<file path="src/rtl/bp_pkg.sv">
// Shared encodings for the fetch-side branch pre-decoder: MIPS opcode/funct/rt
// fields and the instruction-kind classification handed to the predictor.
package bp_pkg;

    localparam logic [5:0] OP_SPECIAL = 6'b000000;
    localparam logic [5:0] OP_REGIMM  = 6'b000001;
    localparam logic [5:0] OP_J       = 6'b000010;
    localparam logic [5:0] OP_JAL     = 6'b000011;
    localparam logic [5:0] OP_BEQ     = 6'b000100;
    localparam logic [5:0] OP_BNE     = 6'b000101;
    localparam logic [5:0] OP_BLEZ    = 6'b000110;
    localparam logic [5:0] OP_BGTZ    = 6'b000111;

    localparam logic [5:0] FN_JR      = 6'b001000;
    localparam logic [5:0] FN_JALR    = 6'b001001;

    localparam logic [4:0] RT_BLTZ    = 5'b00000;
    localparam logic [4:0] RT_BGEZ    = 5'b00001;

    localparam logic [4:0] RA_REG     = 5'd31;

    typedef enum logic [2:0] {
        KIND_SEQ      = 3'd0,
        KIND_BRANCH   = 3'd1,
        KIND_JUMP     = 3'd2,
        KIND_CALL     = 3'd3,
        KIND_RET      = 3'd4,
        KIND_IND      = 3'd5,
        KIND_CALL_IND = 3'd6
    } kind_e;

endpackage

</file>
<file path="src/rtl/extend.sv">
// Sign-extends a 16-bit immediate to 32 bits.
module extend (
    input  logic [15:0] imm_i,
    output logic [31:0] ext_o
);

    assign ext_o = {{16{imm_i[15]}}, imm_i};

endmodule

</file>
<file path="src/rtl/ras.sv">
// Return-address stack: circular buffer whose top pointer names the most
// recent entry; a push into a full stack silently overwrites the oldest entry.
module ras #(
    parameter int DEPTH = 8
) (
    input  logic                      clk_i,
    input  logic                      rst_i,
    input  logic                      push_i,
    input  logic                      pop_i,
    input  logic [31:0]               data_i,
    output logic [31:0]               top_o,
    output logic [$clog2(DEPTH):0]    count_o,
    output logic                      empty_o,
    output logic                      full_o
);

    localparam int PW = $clog2(DEPTH);
    localparam int CW = PW + 1;

    logic [31:0]   r_mem [DEPTH];
    logic [PW-1:0] r_top;
    logic [CW-1:0] r_count;
    logic [PW-1:0] w_topInc;
    logic [PW-1:0] w_topDec;
    logic          w_full;
    logic          w_empty;

    assign w_topInc = r_top + PW'(1);
    assign w_topDec = r_top - PW'(1);
    assign w_full   = (r_count == CW'(DEPTH));
    assign w_empty  = (r_count == '0);

    assign top_o   = r_mem[r_top];
    assign count_o = r_count;
    assign empty_o = w_empty;
    assign full_o  = w_full;

    // Count saturates at DEPTH on overflow while the pointer keeps wrapping.
    always_ff @(posedge clk_i or posedge rst_i) begin
        if (rst_i) begin
            r_top   <= '0;
            r_count <= '0;
            for (int i = 0; i < DEPTH; i++) begin
                r_mem[i] <= '0;
            end
        end else if (push_i) begin
            r_top           <= w_topInc;
            r_mem[w_topInc] <= data_i;
            if (!w_full) begin
                r_count <= r_count + CW'(1);
            end
        end else if (pop_i && !w_empty) begin
            r_top   <= w_topDec;
            r_count <= r_count - CW'(1);
        end
    end

endmodule

</file>
<file path="src/rtl/predecode_ras.sv">
// Registered fetch-side pre-decoder: classifies each MIPS instruction, computes
// its static next PC and predicts JR $ra targets from a return-address stack.
module predecode_ras
    import bp_pkg::*;
#(
    parameter int RAS_DEPTH     = 8,
    parameter int LINK_OFFSET   = 4,
    parameter int EXT_BRANCH_EN = 1
) (
    input  logic                          clk_i,
    input  logic                          rst_i,
    input  logic                          flush_i,
    input  logic                          in_valid_i,
    output logic                          in_ready_o,
    input  logic [31:0]                   pc_i,
    input  logic [31:0]                   instr_i,
    output logic                          out_valid_o,
    input  logic                          out_ready_i,
    output logic [31:0]                   pc_o,
    output logic [31:0]                   pc_next_o,
    output logic                          is_branch_o,
    output logic [2:0]                    kind_o,
    output logic                          ras_hit_o,
    output logic [$clog2(RAS_DEPTH):0]    ras_count_o
);

    logic        r_valid;
    logic [31:0] r_pc;
    logic [31:0] r_pcNext;
    kind_e       r_kind;
    logic        r_isBranch;
    logic        r_rasHit;

    logic [5:0]  w_op;
    logic [4:0]  w_rs;
    logic [4:0]  w_rt;
    logic [5:0]  w_funct;
    logic [31:0] w_immExt;
    logic [31:0] w_p4;
    logic [31:0] w_jump;
    logic [31:0] w_branch;
    logic [31:0] w_link;
    logic        w_inReady;
    logic        w_accept;

    kind_e       w_kind;
    logic [31:0] w_next;
    logic        w_push;
    logic        w_pop;
    logic        w_hit;

    logic [31:0] w_rasTop;
    logic        w_rasEmpty;
    logic        w_rasFull;

    assign w_op    = instr_i[31:26];
    assign w_rs    = instr_i[25:21];
    assign w_rt    = instr_i[20:16];
    assign w_funct = instr_i[5:0];

    extend u_extend (
        .imm_i (instr_i[15:0]),
        .ext_o (w_immExt)
    );

    assign w_p4     = pc_i + 32'd4;
    assign w_jump   = {w_p4[31:28], instr_i[25:0], 2'b00};
    assign w_branch = w_p4 + {w_immExt[29:0], 2'b00};
    assign w_link   = pc_i + 32'(LINK_OFFSET);

    assign w_inReady = !r_valid || out_ready_i;
    assign w_accept  = in_valid_i && w_inReady && !flush_i;

    // Classification in priority order; a RET only pops when the stack has
    // something in it, otherwise it falls back to the sequential PC.
    always_comb begin
        w_kind = KIND_SEQ;
        w_next = w_p4;
        w_push = 1'b0;
        w_pop  = 1'b0;
        w_hit  = 1'b0;
        if (w_op == OP_J) begin
            w_kind = KIND_JUMP;
            w_next = w_jump;
        end else if (w_op == OP_JAL) begin
            w_kind = KIND_CALL;
            w_next = w_jump;
            w_push = 1'b1;
        end else if (w_op == OP_SPECIAL && w_funct == FN_JR && w_rs == RA_REG) begin
            w_kind = KIND_RET;
            if (!w_rasEmpty) begin
                w_next = w_rasTop;
                w_pop  = 1'b1;
                w_hit  = 1'b1;
            end
        end else if (w_op == OP_SPECIAL && w_funct == FN_JR) begin
            w_kind = KIND_IND;
        end else if (w_op == OP_SPECIAL && w_funct == FN_JALR) begin
            w_kind = KIND_CALL_IND;
            w_push = 1'b1;
        end else if (w_op == OP_BEQ || w_op == OP_BNE) begin
            w_kind = KIND_BRANCH;
            w_next = w_branch;
        end else if (EXT_BRANCH_EN != 0 &&
                     (w_op == OP_BLEZ || w_op == OP_BGTZ ||
                      (w_op == OP_REGIMM && (w_rt == RT_BLTZ || w_rt == RT_BGEZ)))) begin
            w_kind = KIND_BRANCH;
            w_next = w_branch;
        end
    end

    ras #(
        .DEPTH (RAS_DEPTH)
    ) u_ras (
        .clk_i   (clk_i),
        .rst_i   (rst_i),
        .push_i  (w_accept && w_push),
        .pop_i   (w_accept && w_pop),
        .data_i  (w_link),
        .top_o   (w_rasTop),
        .count_o (ras_count_o),
        .empty_o (w_rasEmpty),
        .full_o  (w_rasFull)
    );

    // Flush wins over accept; a stalled result holds every field unchanged.
    always_ff @(posedge clk_i or posedge rst_i) begin
        if (rst_i) begin
            r_valid    <= 1'b0;
            r_pc       <= '0;
            r_pcNext   <= '0;
            r_kind     <= KIND_SEQ;
            r_isBranch <= 1'b0;
            r_rasHit   <= 1'b0;
        end else if (flush_i) begin
            r_valid <= 1'b0;
        end else if (w_accept) begin
            r_valid    <= 1'b1;
            r_pc       <= pc_i;
            r_pcNext   <= w_next;
            r_kind     <= w_kind;
            r_isBranch <= (w_kind == KIND_BRANCH);
            r_rasHit   <= w_hit;
        end else if (out_ready_i) begin
            r_valid <= 1'b0;
        end
    end

    assign in_ready_o  = w_inReady;
    assign out_valid_o = r_valid;
    assign pc_o        = r_pc;
    assign pc_next_o   = r_pcNext;
    assign kind_o      = r_kind;
    assign is_branch_o = r_isBranch;
    assign ras_hit_o   = r_rasHit;

endmodule

</file>
<file path="config.mk">
export PLATFORM = sky130hd
export DESIGN_NAME = predecode_ras
export DESIGN_NICKNAME = d
export VERILOG_FILES = /design/src/rtl/bp_pkg.sv /design/src/rtl/extend.sv /design/src/rtl/ras.sv /design/src/rtl/predecode_ras.sv
export SDC_FILE = /design/constraint.sdc
export NUM_CORES = 1
export LEC_CHECK = 0
export CAP_MARGIN = 10
export CORE_MARGIN = 4
export CORE_UTILIZATION = 30
export DETAILED_ROUTE_END_ITERATION = 16
export PLACE_DENSITY = 0.58
export REMOVE_ABC_BUFFERS = 1
export SYNTH_ARGS = -nofsm -noshare
export SYNTH_HDL_FRONTEND = slang
export SYNTH_SLANG_ARGS = --single-unit
</file>
<file path="constraint.sdc">
create_clock -name clk_i -period 16.5 [get_ports clk_i]
set_input_delay 2.475 -clock clk_i [delete_from_list [all_inputs] [get_ports clk_i]]
set_output_delay 2.475 -clock clk_i [all_outputs]
set_load 0.01 [all_outputs]
</file>
==> summary.txt, run 1 <==
Place
  – Routability Congestion: 0.866
  – Detailed placer's ending HPWL: between 30 and 40 mm
  – I/O Buffers: 143
  – Area of placed instances: between 15000 and 20000 µm²

STA
  – Final hold violations: 0
  – Setup violations, final: 0
  – Max Slew Vio Count: 0
  – Peak Freq: roughly 140 MHz
  – Final min period: ~6.9 ns
  – Slew @ Worst Pin: about 1.1 ns
  – Final setup TNS: 0 ns
  – RSZ-0062 raised after global routing: no
  – Worst slew margin: approximately 23%
  – Final Skew: between 0.02 and 0.025 ns
  – Tcrit/Tclk final: between 40% and 50%

Critical path
  – CP required: approximately 17 ns
  – Worst Setup End Kind: register
  – Startpoint types: input pin
  – Slowest CP cell: clkdlybuf4s50_1
  – Crit path DAT: 7.30 ns
  – Crit-path cells: clkdlybuf4s50_1 -> ha_1 -> nand2_1 -> nor2_1 -> and4_1 -> nand3_1 -> xor2_1 -> inv_1 -> ha_1 -> a21oi_1 -> o21bai_1 -> a21oi_1 -> o21bai_1 -> a211o_1 -> o22ai_1 -> xnor2_1 -> a221oi_1 -> a21oi_1
  – Largest delay share family, worst path: compound AO/OA/AOI/OAI gates
  – Crit Path Max Fanout: 10
  – Worst path max stage delay: about 0.71 ns
  – Crit Path Class: in -> reg
  – CP most frequent cell: a21oi_1
  – Buffers and inverters on the worst path: 2
  – Worst reg2reg setup slack: roughly 13 ns

Die
  – Core Footprint: 55500 µm²
  – Die Ht: around 250 µm
  – Die area: around 60000 µm²
  – Initial Utilization: about 31%
  – IO Pins: about 140
  – Site row count: 86
  – Die Wd: ~250 µm

GRT
  – Largest net degree at the start of global routing: 129
  – Global-route wire length before repair: 80.1 mm
  – GRT Total Usage: roughly 17%
  – Total grt overflow: 0
  – Initial antenna violation count: 3
  – Vias in the first global route: between 10k and 15k

Clocking
  – CTS resizes: 0
  – Post-CTS Setup Bufs: 0
  – Total CTS buffers: 40
  – CTS Sinks: ~330
  – Clock buffer depth: 3
  – H-tree depth: 2
  – CTS tree: built
  – Worst skew pair latency: around 0.57 ns
  – Clock-pin slew on the worst setup and hold paths: 0.06 ns
  – Root Buffer: clkbuf_16
  – Hold_buf cts: 0

Cells and area
  – Ratio of cells with drive above 1 in the final layout: a little under an eighth
  – Design Area, Final: slightly above 20000 µm²
  – P&R area growth vs syn: 20.7%
  – Final nets: ~1.9k

Drt
  – # DRC: 0
  – 1st-iter DRT viols: roughly 950
  – DRT Pass-1 Iters: 5
  – Routed WL per cell: about 20 µm
  – Final ANT Viol Nets: 0
  – Vias: between 10k and 15k
  – Final WL: 51.8 mm
  – Avg Vias per Cell: around 5

Yosys
  – Yosys Warn Count: 0
  – Post-synth top flop: dfrtp_1
  – Post-synth top area cell: dfrtp_1
  – Synth Cell Area: ~17000 µm²
  – Cells after synthesis: 1698
  – Yosys cell types: between 60 and 70
  – Number of flops mapped to enable cells by yosys: 0
  – Mean Syn Cell Area: 9.99 µm²
  – Post-synth top area share: 49.1%
  – FF+latch count, synth: around 330
  – Fraction of registers with async set/reset: between 90% and 100%
  – Sequential share of the synthesized area: roughly half
  – Largest cells by area after synthesis: dfrtp_1, mux4_2, a21oi_1

Power and ir drop
  – Leakage: just over 9 nW
  – Pwr/cell area: between 100 and 150 nW/µm²
  – Max VDD drop: ~0.065 mV
  – Overall power: approximately 2.2 mW

Flow run
  – Max-Cap Viols: 0

Worst hold path
  – Hold/Removal Path Class: reg -> reg

Run status
  – Outcome: completed
path summary, 6_finish.rpt:
check | to | cells after the start | from
min reg2reg | pc_o[31] | 2 | pc_o[31]
min in group asynchronous | u_ras.r_mem[160] | 2 | rst_i
max reg2reg | u_ras.r_mem[193] | 10 | out_valid_o
max in group asynchronous | u_ras.r_top[0] | 3 | rst_i
max | pc_next_o[29] | 18 | pc_i[2]
min | pc_o[31] | 2 | pc_o[31]
metrics by stage:
stage	setup slack, ns	cells	util (%)	hold WS (ns)
after floorplan	4.80	1591	-	0.445
final	9.60	2583	36.9	0.476
after detailed placement	9.09	2509	34.4	0.461
after CTS	9.67	2582	36.9	0.480
after global routing	9.24	2583	36.9	0.497
after global placement	9.24	2509	34.4	0.457
registers in the layout (all words and copies together) (netlist names):
signal	flops
u_ras.r_mem	256
pc_o	32
pc_next_o	32
kind_o	3
u_ras.r_top	3
out_valid_o	1
is_branch_o	1
ras_hit_o	1
u_ras.count_o	4
synth_stat cells, types with 3 or more instances:
| cell type | count |
|---|---|
| nor4_1 | 4 |
| mux2_1 | 4 |
| nor2b_1 | 4 |
| buf_4 | 6 |
| mux4_2 | 64 |
| a31oi_1 | 7 |
| o22ai_1 | 12 |
| buf_1 | 9 |
| nor2_1 | 234 |
| xnor2_1 | 33 |
| nor3_1 | 22 |
| clkbuf_1 | 44 |
| o31ai_1 | 3 |
| o21a_1 | 4 |
| a221oi_1 | 4 |
| buf_2 | 44 |
| a21o_1 | 17 |
| o21bai_1 | 7 |
| inv_1 | 46 |
| ha_1 | 40 |
| and3_1 | 5 |
| nor4_4 | 4 |
| and4_1 | 4 |
| nand4_1 | 9 |
| a21oi_1 | 234 |
| dfrtp_1 | 333 |
| nand3_1 | 23 |
| mux2i_1 | 27 |
| a211o_1 | 5 |
| or3_1 | 5 |
| mux2_2 | 29 |
| nand2_1 | 213 |
| a211oi_1 | 12 |
| xor2_1 | 24 |
| o221ai_1 | 12 |
| o21ai_0 | 110 |
cells in the final DEF (no fill, tap or decap), types with 12 or more instances in the layout:
master / instances
mux2_2: 29
clkbuf_16: 40
o22ai_1: 12
nand2_1: 213
nor2_1: 232
clkbuf_8: 14
o21ai_0: 110
xnor2_1: 33
xor2_1: 24
buf_4: 27
o221ai_1: 12
mux2i_1: 27
a21o_1: 17
dfrtp_1: 330
clkdlybuf4s50_1: 143
a211oi_1: 12
ha_1: 40
nor3_1: 22
mux4_2: 64
inv_1: 45
a21oi_1: 234
nand3_1: 23
cell type report:
type	count	area (µm²)
antenna	1	2.50
clock inverter	11	159
clock buffer	62	1220
sequential	333	8340
fill	5582	35000
timing repair buffer	170	1630
tap	748	936
inverter	47	184
multi-input combinational	1211	8000
kinds of logic (layout without fill, tap and decap cells):
| logic type | Yosys count | after routing | synth area share, % |
|---|---|---|---|
| fa+ha+maj | 42 | 42 | 3.19 |
| flops | 333 | 333 | 49.1 |
| simple gates | 545 | 545 | 13.8 |
| buf+inv | 154 | 290 | 3.97 |
| other cells | 0 | 1 | 0 |
| xor+xnor | 57 | 57 | 2.94 |
| compound gates | 443 | 443 | 14.7 |
| mux | 124 | 124 | 12.3 |
routing by layer:
metal	vias up	share of wire (%)	GRT usage (%)
li1	6175	-	-
met1	6643	45	23.9
met2	409	46	27.1
met3	73	6.3	3.01
met4	0	2.6	5.32
met5	-	0	0
worst reg2reg max path, cell delays in order, from the launching register on:
cell and delay (ns):
dfrtp_1 0.38, nor2b_1 0.16, inv_1 0.08, nand3b_1 0.31, buf_4 0.35, buf_4 0.37
a21oi_4 0.31, inv_2 0.20, nor4_4 0.25, buf_4 0.68, mux2_2 0.47
where the power goes:
part	total, mW	leakage [nW]	switching, mW	internal, mW
Sequential	0.915	4.50	0.0458	0.870
Combinational	0.350	3.88	0.192	0.158
Clock	0.915	0.665	0.357	0.559
Total	2.18	9.05	0.594	1.59
(Power assumes the default switching activity.)
==> run 2: changes to the inputs <==
==> constraint.sdc (replaced) <==
create_clock -name clk_i -period 6.7 [get_ports clk_i]
set_input_delay 1.005 -clock clk_i [delete_from_list [all_inputs] [get_ports clk_i]]
set_output_delay 1.005 -clock clk_i [all_outputs]
set_load 0.01 [all_outputs]
==> summary.txt, run 2 (synthesis gave the netlist of run 1 again) <==
Run status
  – Outcome: completed

Flow run
  – Max-Cap Viols: 0 (unchanged)

Critical path
  – Slowest CP cell: clkdlybuf4s50_1
  – Worst Setup End Kind: register
  – Crit path from: pc_i[2]
  – Crit-path cells: clkdlybuf4s50_1 -> nand3_1 -> nor4_4 -> and3_1 -> nand2_1 -> xor2_1 -> inv_1 -> ha_1 -> a21oi_1 -> o21bai_1 -> a21oi_1 -> o21bai_1 -> a211o_1 -> o22ai_1 -> xnor2_1 -> a221oi_1 -> a21oi_1
  – CP required: 7.08 ns (-9.82 ns)
  – Buffers and inverters on the worst path: 2 (unchanged)
  – Crit path DAT: 5.77 ns (-1.53 ns)
  – Worst reg2reg setup slack: 3.19 ns (-9.64 ns)
  – Crit Path Class: in -> reg
  – Crit Path Max Fanout: 10 (unchanged)
  – Reg2reg end: u_ras.r_mem[97]
  – Largest delay share family, worst path: compound AO/OA/AOI/OAI gates
  – CP most frequent cell: a21oi_1
  – Worst path max stage delay: 0.71 ns (about the same)
  – R2r worst-path depth: 5 (-5)
  – Startpoint types: input pin
  – Reg2reg start: u_ras.r_top[1]

Worst hold path
  – Worst hold path depth: 2 (unchanged)
  – Hold path startpoint: pc_o[0]
  – Hold/Removal Path Class: reg -> reg
  – Hold Path Sink: pc_o[0]

Power and ir drop
  – Overall power: 5.23 mW (+140%)
  – Pwr/cell area: 255 nW/µm² (+140%)
  – Max VDD drop: 0.161 mV (+150%)
  – Leakage: 9.07 nW (+0.25%)

Die
  – Die Ht: 246 µm (unchanged)
  – Die area: 60400 µm² (unchanged)
  – Initial Utilization: 30.6% (unchanged)
  – Core Footprint: 55500 µm² (unchanged)
  – Die Wd: 246 µm (unchanged)
  – IO Pins: 144 (unchanged)
  – Site row count: 86 (unchanged)

Place
  – Detailed placer's ending HPWL: 33.8 mm (+3.2%)
  – Area of placed instances: 19200 µm² (+0.81%)
  – Routability Congestion: 0.841 (-3.0%)
  – Inst Count DP: 2523 (+0.56%)
  – I/O Buffers: 143 (unchanged)

Clocking
  – Total CTS buffers: 39 (-2.5%)
  – Worst skew pair latency: 0.55 ns (-0.02 ns)
  – Clock-pin slew on the worst setup and hold paths: 0.06 ns (about the same)
  – Clock buffer depth: 3 (unchanged)
  – CTS tree: built
  – H-tree depth: 2 (unchanged)
  – CTS Sinks: 333 (unchanged)
  – Root Buffer: clkbuf_16
  – Post-CTS Setup Bufs: 0 (unchanged)
  – Hold_buf cts: 0 (unchanged)
  – CTS resizes: 0 (unchanged)

STA
  – RSZ-0062 raised after global routing: no
  – Slew @ Worst Pin: 1.12 ns (-0.0280 ns)
  – Final hold violations: 0 (unchanged)
  – Worst slew margin: 25.1% (+1.9 points)
  – Final Skew: 0.0179 ns (-0.00482 ns)
  – Final hold slack: 0.476 ns (-0.000111 ns)
  – Peak Freq: roughly 190 MHz
  – Max Slew Vio Count: 0 (unchanged)
  – Tcrit/Tclk final: around 80%
  – Final min period: 5.39 ns
  – Setup violations, final: 0 (unchanged)

GRT
  – Largest net degree at the start of global routing: 160 (+24%)
  – Vias in the first global route: 13.5k (+1.7%)
  – Initial antenna violation count: 2 (-1)
  – GRT Total Usage: 17.3% (+0.26 points)
  – Total grt overflow: 0 (unchanged)
  – Global-route wire length before repair: 81.7 mm (+1.9%)

Drt
  – Routed WL per cell: 20.3 µm (+1.0%)
  – DRT Pass-1 Iters: 5 (unchanged)
  – 1st-iter DRT viols: 1077 (+14%)
  – Final WL: 52.5 mm (+1.3%)
  – Avg Vias per Cell: 5.16 (+0.23%)
  – # DRC: 0 (unchanged)
  – Vias: 13.4k (+0.54%)
  – Final ANT Viol Nets: 0 (unchanged)

Cells and area
  – Most common cell after layout, fill and taps aside: dfrtp_1
  – Largest Register: u_ras.r_mem
  – Final Util: 36.9% (about the same)
  – Design Area, Final: 20500 µm² (about the same)
  – Fin cells: 2591 (+0.31%)
  – Final nets: 1927 (+0.68%)
  – Max reg flops: 256 (unchanged)
  – Leading cell types in the layout, fill and taps excluded: dfrtp_1, a21oi_1, nor2_1
  – P&R area growth vs syn: 20.8% (about the same)
  – Ratio of cells with drive above 1 in the final layout: 11.7% (+0.17 points)
-- run 2: cell count changes in the layout (fill, tap and decap cells not counted), sizes merged --
cell      change
clkbuf        -5
buf          +14
clkinvlp      -3
inv           +1
clkinv        +1
-- run 2: worst max path at each step --
stage          depth (start not counted)       endpoint  slack (ns)
2_1_floorplan                          1    is_branch_o       -3.53
3_3_place_gp                          18  pc_next_o[29]        0.96
3_5_place_dp                          18  pc_next_o[29]        0.83
4_1_cts                               18  pc_next_o[29]        1.40
5_1_grt                               18  pc_next_o[29]        0.98
6_report                              17  pc_next_o[29]        1.31
-- run 2: per-stage QoR --
stage / TNS (ns) / setup slack, ns
2_1_floorplan: -1175.44 / -3.53
4_1_cts: 0 / 1.40
6_report: 0 / 1.31
5_1_grt: 0 / 0.980
3_3_place_gp: 0 / 0.964
3_5_place_dp: 0 / 0.832
-- run 2: worst reg2reg max path: stages, from the launching register on --
cell,delay (ns)
dfrtp_2,0.95
inv_1,0.11
ha_1,0.52
or3_1,0.85
buf_4,0.56
mux2_1,0.40
-- run 2: where the power goes --
part	internal [mW]	total (mW)	leakage, nW	switching (mW)
combinational	0.396	0.868	3.97	0.472
clock	1.26	2.10	0.605	0.844
sequential	2.14	2.26	4.50	0.117
-- run 2: routing by layer --
| layer | global-route usage [%] | up-vias | routed length, µm | share of wire [%] |
|---|---|---|---|---|
| met5 | 0 | - | 0 | 0 |
| met4 | 5.31 | 0 | 1360 | 2.6 |
| met3 | 2.60 | 89 | 3230 | 6.2 |
| met2 | 28.2 | 399 | 24600 | 47 |
| met1 | 24.0 | 6675 | 23300 | 44 |
| li1 | - | 6209 | - | - |
-- run 2: cell type report --
class | count | area (µm²)
Clock inverter | 10 | 135
Clock buffer | 57 | 1100
Timing Repair Buffer | 184 | 1790
Multi-Input combinational cell | 1211 | 8000
Sequential cell | 333 | 8340
Inverter | 47 | 184
Fill cell | 5579 | 35000
Antenna cell | 1 | 2.50
Tap cell | 748 | 936
==> run 3: changes to the inputs <==
==> constraint.sdc (replaced) <==
create_clock -name clk_i -period 5.5 [get_ports clk_i]
set_input_delay 0.825 -clock clk_i [delete_from_list [all_inputs] [get_ports clk_i]]
set_output_delay 0.825 -clock clk_i [all_outputs]
set_load 0.01 [all_outputs]
==> summary.txt, run 3 (synthesis gave the netlist of run 1 again) <==
Clocking
  – Total CTS buffers: 40 (+2.6%)
  – H-tree depth: 2 (unchanged)
  – Post-CTS Setup Bufs: 0 (unchanged)
  – Clock-pin slew on the worst setup and hold paths: 0.06 ns (about the same)
  – CTS resizes: 0 (unchanged)
  – Clock buffer depth: 3 (unchanged)
  – CTS Sinks: 333 (unchanged)
  – Worst skew pair latency: 0.57 ns (+0.02 ns)
  – Root Buffer: clkbuf_16
  – CTS tree: built
  – Hold_buf cts: 0 (unchanged)

STA
  – RSZ-0062 raised after global routing: no
  – Tcrit/Tclk final: between 80% and 90%
  – Setup violations, final: 0 (unchanged)
  – Slew @ Worst Pin: 0.973 ns (-0.143 ns)
  – Final hold violations: 0 (unchanged)
  – Peak Freq: 217 MHz
  – Worst setup margin: 0.881 ns (-0.433 ns)
  – Max Slew Vio Count: 0 (unchanged)
  – Worst slew margin: 34.9% (+9.8 points)
  – Final min period: about 4.6 ns
  – Final Skew: 0.0276 ns (+0.00979 ns)

Cells and area
  – Leading cell types in the layout, fill and taps excluded: dfrtp_1, a21oi_1, nor2_1
  – Max reg flops: 256 (unchanged)
  – Largest Register: u_ras.r_mem
  – P&R area growth vs syn: 22.4%
  – Fin cells: 2620 (+1.1%)
  – Fillers: 5530 (-0.88%)
  – Final nets: 1954 (+1.4%)
  – Most common cell after layout, fill and taps aside: dfrtp_1
  – Ratio of cells with drive above 1 in the final layout: 13.2% (+1.5 points)

Place
  – Detailed placer's ending HPWL: 35.3 mm (+4.6%)
  – I/O Buffers: 143 (unchanged)
  – DP Worst Slack: 0.302 ns (-0.531 ns)
  – Routability Congestion: 0.933 (+11%)
  – Inst Count DP: 2549 (+1.0%)

Die
  – IO Pins: 144 (unchanged)
  – Site row count: 86 (unchanged)
  – Initial Utilization: 30.6% (unchanged)
  – Core Footprint: 55500 µm² (unchanged)
  – Die Ht: 246 µm (unchanged)
  – Die area: 60400 µm² (unchanged)
  – Die Wd: 246 µm (unchanged)

Critical path
  – Reg2reg end: u_ras.r_mem[225]
  – Crit Path Class: in -> reg
  – Worst Setup End Kind: register
  – Crit-path cells: clkdlybuf4s50_1 -> ha_1 -> nand2_1 -> nor2_1 -> and4_1 -> nand2_1 -> xor2_1 -> buf_4 -> inv_1 -> ha_1 -> nand4_1 -> nor2_1 -> nand3_1 -> a41o_1 -> nor3_1 -> o22ai_1 -> xnor2_1 -> a221oi_1 -> a21oi_1
  – Crit Path Max Fanout: 10 (unchanged)
  – Startpoint types: input pin
  – Setup crit end: pc_next_o[29]
  – Slowest CP cell: clkdlybuf4s50_1
  – CP required: 5.92 ns (-1.16 ns)
  – Reg2reg start: out_valid_o
  – R2r worst-path depth: 9 (+4)
  – Crit path from: pc_i[3]
  – Worst reg2reg setup slack: 2.05 ns (-1.14 ns)
  – Worst path max stage delay: 0.54 ns (-0.17 ns)
  – Crit path DAT: 5.04 ns (-0.73 ns)

Flow run
  – Max-Cap Viols: 0 (unchanged)

Drt
  – 1st-iter DRT viols: 930 (-14%)
  – Final WL: 52.6 mm (about the same)
  – DRT Pass-1 Iters: 6 (+1)
  – Avg Vias per Cell: 5.15 (-0.22%)
  – # DRC: 0 (unchanged)
  – Vias: 13.5k (+0.90%)
  – Routed WL per cell: 20.1 µm (-1.0%)
  – Final ANT Viol Nets: 0 (unchanged)

GRT
  – GRT Total Usage: 17.3% (-0.018 points)
  – Global-route wire length before repair: 81.4 mm (-0.33%)
  – Largest net degree at the start of global routing: 124 (-23%)
  – Total grt overflow: 0 (unchanged)
  – Initial antenna violation count: 1 (-1)
  – Vias in the first global route: 13.5k (+0.44%)

Worst hold path
  – Hold/Removal Path Class: reg -> reg

Power and ir drop
  – Max VDD drop: 0.176 mV (+9.5%)
  – Leakage: 9.23 nW (+1.8%)
  – Pwr/cell area: 310 nW/µm² (+22%)

Run status
  – Outcome: completed
## run 3: cell count changes in the layout (fill, tap and decap cells not counted), sizes merged
cell,change
clkinvlp,+1
clkinv,+1
inv,-1
clkbuf,+3
buf,+26
bufinv,-1
## run 3: worst min-delay path by stage
stage	startpoint	end	slack (ns)	cells after the start
finish	u_ras.r_mem[102]	u_ras.r_mem[102]	0.48	2
global route	pc_o[1]	pc_o[1]	0.50	2
CTS	pc_o[31]	pc_o[31]	0.48	2
detailed placement	pc_o[10]	pc_o[10]	0.46	2
global placement	u_ras.r_mem[236]	u_ras.r_mem[236]	0.46	2
floorplan	u_ras.r_mem[100]	u_ras.r_mem[100]	0.45	2
## run 3: power by group
part / leakage [nW] / internal (mW) / switching (mW) / total [mW]
clock: 0.626 / 1.56 / 1.06 / 2.62
sequential: 4.50 / 2.61 / 0.144 / 2.75
combinational: 4.11 / 0.494 / 0.578 / 1.07
total: 9.23 / 4.66 / 1.78 / 6.45
## run 3: area by class of cell
class,instances,area [µm²],area share (%)
sequential,333,8340,40.1
multi-input combinational,1211,8000,38.5
timing repair buffer,210,2020,9.73
clock buffer,60,1170,5.61
tap,748,936,4.50
inverter,47,184,0.885
clock inverter,10,124,0.596
antenna,1,2.50,0.0120
## run 3: worst max-delay path, delay by kind of cell
kind	cells	cell delay [ns]
and+or+nand+nor	8	1.74
buffers and inverters	3	0.79
adders and majority gates	2	0.62
xor gates and xnor gates	2	0.26
AOI/OAI and AO/OA	4	0.80
## run 3: metrics by stage
step / util [%] / setup TNS (ns) / cell area, µm² / power [mW] / hold WS (ns)
2_1_floorplan: - / -1530.62 / 16500 / 3.37 / 0.445
3_3_place_gp: 35.1 / 0 / 19500 / 3.85 / 0.457
3_5_place_dp: 35.1 / 0 / 19500 / 3.87 / 0.462
4_1_cts: 37.4 / 0 / 20800 / 6.52 / 0.482
5_1_grt: 37.4 / 0 / 20800 / 6.73 / 0.500
6_report: 37.4 / 0 / 20800 / 6.45 / 0.477
## run 3: metal layers
layer,part of all wire [%],GRT usage (%)
met1,44,23.5
met2,46,27.8
met3,6.5,3.21
met4,3.3,6.14
met5,0,0
